File: src/rtl/aes_round_ctrl.sv
// Round sequencer for the byte-serial AES-128/192/256 encrypt datapath.
// Defining AES_CTRL_ABORT_EN adds the abort_i / aborted_o block-abort feature.
module aes_round_ctrl #(
  parameter int unsigned NR = 10
) (
  input  logic       clk,
  input  logic       rst_n,
  input  logic       start_i,
  output logic       busy_o,
  input  logic       in_valid_i,
  output logic       in_ready_o,
  output logic       key_req_o,
  input  logic       key_ack_i,
  input  logic       sr_ready_i,
  output logic [3:0] round_o,
  output logic [3:0] byte_idx_o,
  output logic       sb_en_o,
  output logic       sr_en_o,
  output logic       mc_en_o,
  output logic       ark_en_o,
  output logic       out_valid_o,
  input  logic       out_ready_i,
`ifdef AES_CTRL_ABORT_EN
  input  logic       abort_i,
  output logic       aborted_o,
`endif
  output logic       done_o
);

  typedef enum logic [2:0] {
    IDLE,
    LOAD,
    KREQ,
    ROUND,
    DRAIN,
    OUT
  } state_e;

  localparam logic [3:0] LastRound = 4'(NR);
  localparam logic [3:0] LastByte  = 4'd15;

  state_e     state_q, state_d;
  logic [3:0] round_q, round_d;
  logic [3:0] idx_q,   idx_d;
  logic       done_q,  done_d;
`ifdef AES_CTRL_ABORT_EN
  logic       aborted_q, aborted_d;
`endif

  always_ff @(posedge clk or negedge rst_n) begin
    if (!rst_n) begin
      state_q   <= IDLE;
      round_q   <= '0;
      idx_q     <= '0;
      done_q    <= 1'b0;
`ifdef AES_CTRL_ABORT_EN
      aborted_q <= 1'b0;
`endif
    end else begin
      state_q   <= state_d;
      round_q   <= round_d;
      idx_q     <= idx_d;
      done_q    <= done_d;
`ifdef AES_CTRL_ABORT_EN
      aborted_q <= aborted_d;
`endif
    end
  end

  always_comb begin
    state_d     = state_q;
    round_d     = round_q;
    idx_d       = idx_q;
    done_d      = 1'b0;
`ifdef AES_CTRL_ABORT_EN
    aborted_d   = 1'b0;
`endif
    in_ready_o  = 1'b0;
    key_req_o   = 1'b0;
    sb_en_o     = 1'b0;
    sr_en_o     = 1'b0;
    mc_en_o     = 1'b0;
    ark_en_o    = 1'b0;
    out_valid_o = 1'b0;

    unique case (state_q)
      IDLE: begin
        // done_q marks the cycle right after completion; a start there is dropped
        if (start_i && !done_q) begin
          state_d = LOAD;
          round_d = '0;
          idx_d   = '0;
        end
      end

      LOAD: begin
        in_ready_o = 1'b1;
        if (in_valid_i) begin
          ark_en_o = 1'b1;
          if (idx_q == LastByte) begin
            state_d = KREQ;
            round_d = 4'd1;
            idx_d   = '0;
          end else begin
            idx_d = idx_q + 4'd1;
          end
        end
      end

      KREQ: begin
        key_req_o = 1'b1;
        if (key_ack_i) begin
          state_d = ROUND;
          idx_d   = '0;
        end
      end

      ROUND: begin
        sb_en_o  = 1'b1;
        sr_en_o  = 1'b1;
        ark_en_o = 1'b1;
        mc_en_o  = (round_q != LastRound);
        if (idx_q == LastByte) begin
          state_d = DRAIN;
          idx_d   = '0;
        end else begin
          idx_d = idx_q + 4'd1;
        end
      end

      DRAIN: begin
        if (sr_ready_i) begin
          if (round_q == LastRound) begin
            state_d = OUT;
            idx_d   = '0;
          end else begin
            state_d = KREQ;
            round_d = round_q + 4'd1;
          end
        end
      end

      OUT: begin
        out_valid_o = 1'b1;
        if (out_ready_i) begin
          if (idx_q == LastByte) begin
            state_d = IDLE;
            round_d = '0;
            idx_d   = '0;
            done_d  = 1'b1;
          end else begin
            idx_d = idx_q + 4'd1;
          end
        end
      end

      default: begin
        state_d = IDLE;
        round_d = '0;
        idx_d   = '0;
      end
    endcase

`ifdef AES_CTRL_ABORT_EN
    // Abort overrides whatever transition the current state selected
    if (abort_i && (state_q != IDLE)) begin
      state_d   = IDLE;
      round_d   = '0;
      idx_d     = '0;
      done_d    = 1'b0;
      aborted_d = 1'b1;
    end
`endif
  end

  assign busy_o     = (state_q != IDLE);
  assign round_o    = round_q;
  assign byte_idx_o = idx_q;
  assign done_o     = done_q;
`ifdef AES_CTRL_ABORT_EN
  assign aborted_o  = aborted_q;
`endif

  a_round_in_range: assert property (@(posedge clk) disable iff (!rst_n)
    round_q <= LastRound);
  a_done_in_idle: assert property (@(posedge clk) disable iff (!rst_n)
    done_q |-> (state_q == IDLE));

endmodule

File: config.mk
export PLATFORM = sky130hd
export DESIGN_NAME = aes_round_ctrl
export DESIGN_NICKNAME = d
export VERILOG_FILES = /design/src/rtl/aes_round_ctrl.sv
export SDC_FILE = /design/constraint.sdc
export NUM_CORES = 1
export LEC_CHECK = 0
export CORE_UTILIZATION = 50
export CTS_BUF_LIST = sky130_fd_sc_hd__clkbuf_16
export DETAILED_ROUTE_END_ITERATION = 7
export PLACE_DENSITY = 0.83
export SLEW_MARGIN = 20
export SYNTH_ARGS = -nofsm -noshare
export SYNTH_HDL_FRONTEND = slang
export SYNTH_SLANG_ARGS = --single-unit
File: constraint.sdc
create_clock -name clk -period 4.75 [get_ports clk]
set_input_delay 0.95 -clock clk [delete_from_list [all_inputs] [get_ports clk]]
set_output_delay 0.95 -clock clk [all_outputs]
set_load 0.005 [all_outputs]
# Word-level counts from Yosys, hierarchy flattened
# Index checks and enable logic that the tools add are counted.
# word_totals
ff_bits,12
latch_bits,0
ramBits,0
rom_bits,0
input_bits,7
output_inout_bits,17
word_cells,68
memories,0
# op_classes
addsub,2
multipliers,0
div_mod_pow,0
n_lt_le_gt_ge,0
n_eq_ne,18
shift,0
mux,35
bitwise,1
reduce_logical,8
# ops
op,n
$mux 4,13
$mux 3,9
$pmux 4 s6,1
$ne 2x2->1 const B,10
$pmux 4 s5,1
$pmux 3 s6,1
$reduce_and 8->1,2
$mux 1,9
$add 4x1->4 const B,2
$eq 4x4->1 const B,2
$eq 3x2->1 const B,2
$eq 3x3->1 const B,2
$reduce_and 6->1,1
$ne 4x4->1 const B,1
$eq 3x1->1 const B,1
$logic_not 3->1,1
$reduce_bool 3->1,1
$pmux 1 s2,1
$reduce_or 2->1,1
$logic_and 1x1->1,1
$logic_not 1->1,1
$not 1->1,1

# Depth between registers and ports, before layout
# logic_depth
word_depth,4
mapped_depth,7
ltp_nobuf,6

# Worst setup path after synthesis
# No wires, ideal clock.
# synth_path
path_kind,input -> register
startpoint,in out_ready_i
endpoint,"reg idx_q[0], in the netlist byte_idx_o[0]"
setup_time_ns,0.127
t_arrival_ns,1.970
t_required_ns,4.623
slack_ns,2.652
path_stages,4
path_buffers,0
cell_sequence,mux2_1 > o22ai_2 > or2_4 > mux2_1
# synth_between
elab_chain_cells,2
# synth_rtl
item,line,text
start: declaration,22,"input logic out_ready_i,"
$ne 2x2->1 (no line),n/a,
$reduce_and 6->1 (no line),n/a,
end signal: assignment,62,idx_q <= idx_d;
end: declaration,44,"logic [3:0] idx_q, idx_d;"
# No other way between the ends.
# A chain may end at the register's enable or synchronous reset.

# Worst setup path after layout
# layout_path
startpoint,in in_valid_i
endpoint,out ark_en_o
# layout_between
elab_chain_cells,2
# layout_rtl
item,line,text
start: declaration,10,"input logic in_valid_i,"
$mux 1,98,if (in_valid_i) begin
$pmux 1 s2,86,unique case (state_q)
end: declaration,20,"output logic ark_en_o,"
# No other way between the ends.

==> out/qor.yml <==
hold_violations: 0
slew_headroom: 0.600
dp_hpwl_mm: 1.42
syn_area_um2: 858
postCtsHoldBufs: 0
clkSinkCount: 12
path_class: "primary input to primary output"
syn_nets: 102
power_density_nw_per_um2: 601
status: "finished, violations left"
routed_via_density: 6.55
violations: "design-rule violations"
setup_viol: 0
tightest_slew_ps: 600
synth_cells: 92
wl_per_cell_um: 16.3
postCtsSetupBuffers: 0
die_area_um2: 1890
seq_area_frac_synth: 0.350
std_cell_rows: 14
hold_ws_ps: 519
antenna_found_initial: 0
io_buffer_count: 23
syn-mean-instance-area_um2: 9.33
muxShareOfSynthArea: 0.0262
synth_compound_area_frac: 0.268
cts_buffers: 3
end_kind: "primary output"
grt_pass1_wl_mm: 3.33
overflow: 0
area_delta_synth_final_pct: 32.7
post_cts_resized: 0
ys_types: 38
ff2ff_setup_slack_ps: 2490
path_max_fanout: 2
r2r_start: "state_q[2]$_DFFE_PN0P_"
grt_usage: 0.239
clk_latency_ps: 240
initial_core_util: 0.551
min_path_cells: 1
root_buffer: "clkbuf_16"
max_freq_ghz: 0.334
post_layout_nonfiller_instances: 128
drt_drc_violations_left: 6
hp-class: "register to register"
finClkSkew_ps: 5.28
cp.arrival_ps: 2040
synth_xor_area_frac: 0
min_period_ps: 2990
cts_tree: "done"
tns_ps: 0
cp-startpoint: "in_valid_i"
final_nets: 124
cap_violations: 0
core-area_um2: 1560
postRouteAntennaNets: 0
p_leak_nw: 0.488
first_global_vias: 713
ys_seq_elements: 12
wl_mm: 2.08
setup.worst_path.start_class: "primary input"
synth_edf_count: 0
async_flop_share: 1.00
grt_max_degree: 16
worstHoldStart: "byte_idx_o[3]$_DFFE_PN0P_"
reg2reg_to: "byte_idx_o[0]$_DFFE_PN0P_"
synth_top_family_by_area: "compound AO/OA/AOI/OAI gates"
vias: 838
synthFlopType: "dfrtp_1"
ff2ff_path_depth: 4
timing.final.crit_share: 0.630
gp_congestion: 0.817
crit_required_ps: 3800
drive_above_1_share: 0.0893
finalWorstSetupSlack_ps: 1760
dp.cells: 125
clkTransAtPathRegs_ps: 40
final_max_slew_viol_count: 0
n_antenna_cell: 0
yosysWarnings: 0
cp-endpoint: "ark_en_o"
synthAdderAreaFrac: 0.0437
drt_pre_antenna_iters: 6
drtIter0Drc: 33
die_w_um: 43.4
cts.htree.levels: 1
rsz0062_at_grt: "no"
ir_worst_vdd_mv: 0.384
die_y_um: 43.4
num_io_pins: 24
place_ws_ps: 1760
synthSimpleGateAreaFrac: 0.230
clockBufferDepth: 2
## placed cells by master (no fill, tap or decap), drive strengths merged
cell type	synthesis	layout
a211o	1	1
a211oi	1	1
a21bo	1	1
a21oi	2	2
a221o	1	1
a32o	1	1
and3	2	2
and3b	1	1
clkbuf	0	3
clkdlybuf4s50	0	23
dfrtp	12	12
ha	3	3
inv	6	6
mux2	2	2
nand2	3	3
nand2b	3	3
nand3	2	2
nand3b	1	1
nor2	10	10
nor2b	1	1
nor3	2	2
nor3b	3	3
nor4	1	1
o21a	1	1
o21ai	2	2
o22ai	4	4
o2bb2ai	1	1
o31ai	9	9
o41ai	4	4
or2	3	3
or3	1	1
or3b	1	1
or4	1	1
## flip-flops by register name (all words and copies together) (netlist names)
register / cells
byte_idx_o: 4
round_o: 4
state_q: 3
done_o: 1
## cell usage after synthesis, types with 2 or more instances
cell,instances,share of area
buf_6,2,0.026
a21oi_1,2,0.012
buf_2,3,0.017
nor3b_1,3,0.026
nor2_1,10,0.044
dfrtp_1,12,0.35
o31ai_1,9,0.079
nand2_1,3,0.013
inv_1,5,0.022
or2_4,2,0.020
mux2_1,2,0.026
and3_1,2,0.015
o21ai_0,2,0.012
o22ai_1,3,0.022
nand2b_1,3,0.022
ha_1,3,0.044
o41ai_1,3,0.031
nand3_1,2,0.012
nor3_1,2,0.012
## layer usage
layer / share of wire / track usage / up-vias / routed length, um
li1: - / - / 387 / -
met1: 0.43 / 0.323 / 408 / 904
met2: 0.49 / 0.376 / 39 / 1020
met3: 0.061 / 0.0375 / 4 / 127
met4: 0.017 / 0.113 / 0 / 36
met5: 0 / 0 / - / 0
## power by group
part	switching (W)	total, W	internal [W]
Sequential	0.0000558	0.000184	0.000129
Clock	0.0000411	0.000150	0.000109
Combinational	0.000171	0.000349	0.000179
Total	0.000267	0.000684	0.000417
## cells by family (layout without fill, tap and decap cells)
kind of cell	count (synthesis)	count (layout)
muxes	2	2
adders and majority gates	3	3
and+or+nand+nor	35	35
DFF	12	12
buffers and inverters	12	32
AOI/OAI and AO/OA	28	28
## cell type report
cell class,instances,area [um2]
clock buffer,3,75.1
fill,119,420
inverter,6,25.0
multi-input combinational,68,488
sequential,12,300
tap,16,20.0
timing repair buffer,23,230
## how the worst min path moves through the flow
stage / end / slack [ps]
after floorplan: byte_idx_o[3]$_DFFE_PN0P_ / 500
after global placement: byte_idx_o[3]$_DFFE_PN0P_ / 520
after detailed placement: byte_idx_o[3]$_DFFE_PN0P_ / 510
after CTS: byte_idx_o[3]$_DFFE_PN0P_ / 530
after global routing: byte_idx_o[3]$_DFFE_PN0P_ / 570
final: byte_idx_o[3]$_DFFE_PN0P_ / 520
## critical path, stage by stage
cell and delay [ps]:
clkdlybuf4s50_1 480, o21a_1 120, clkdlybuf4s50_1 490
## stage by stage
step	total power (W)	utilization	instance area, um2
global route	0.000725	0.730	1140
finish	0.000684	0.730	1140
CTS	0.000683	0.730	1140
floorplan	0.000410	-	858
global placement	0.000516	0.682	1060
detailed placement	0.000526	0.682	1060
No activity file was read; power rests on OpenSTA's default activity.
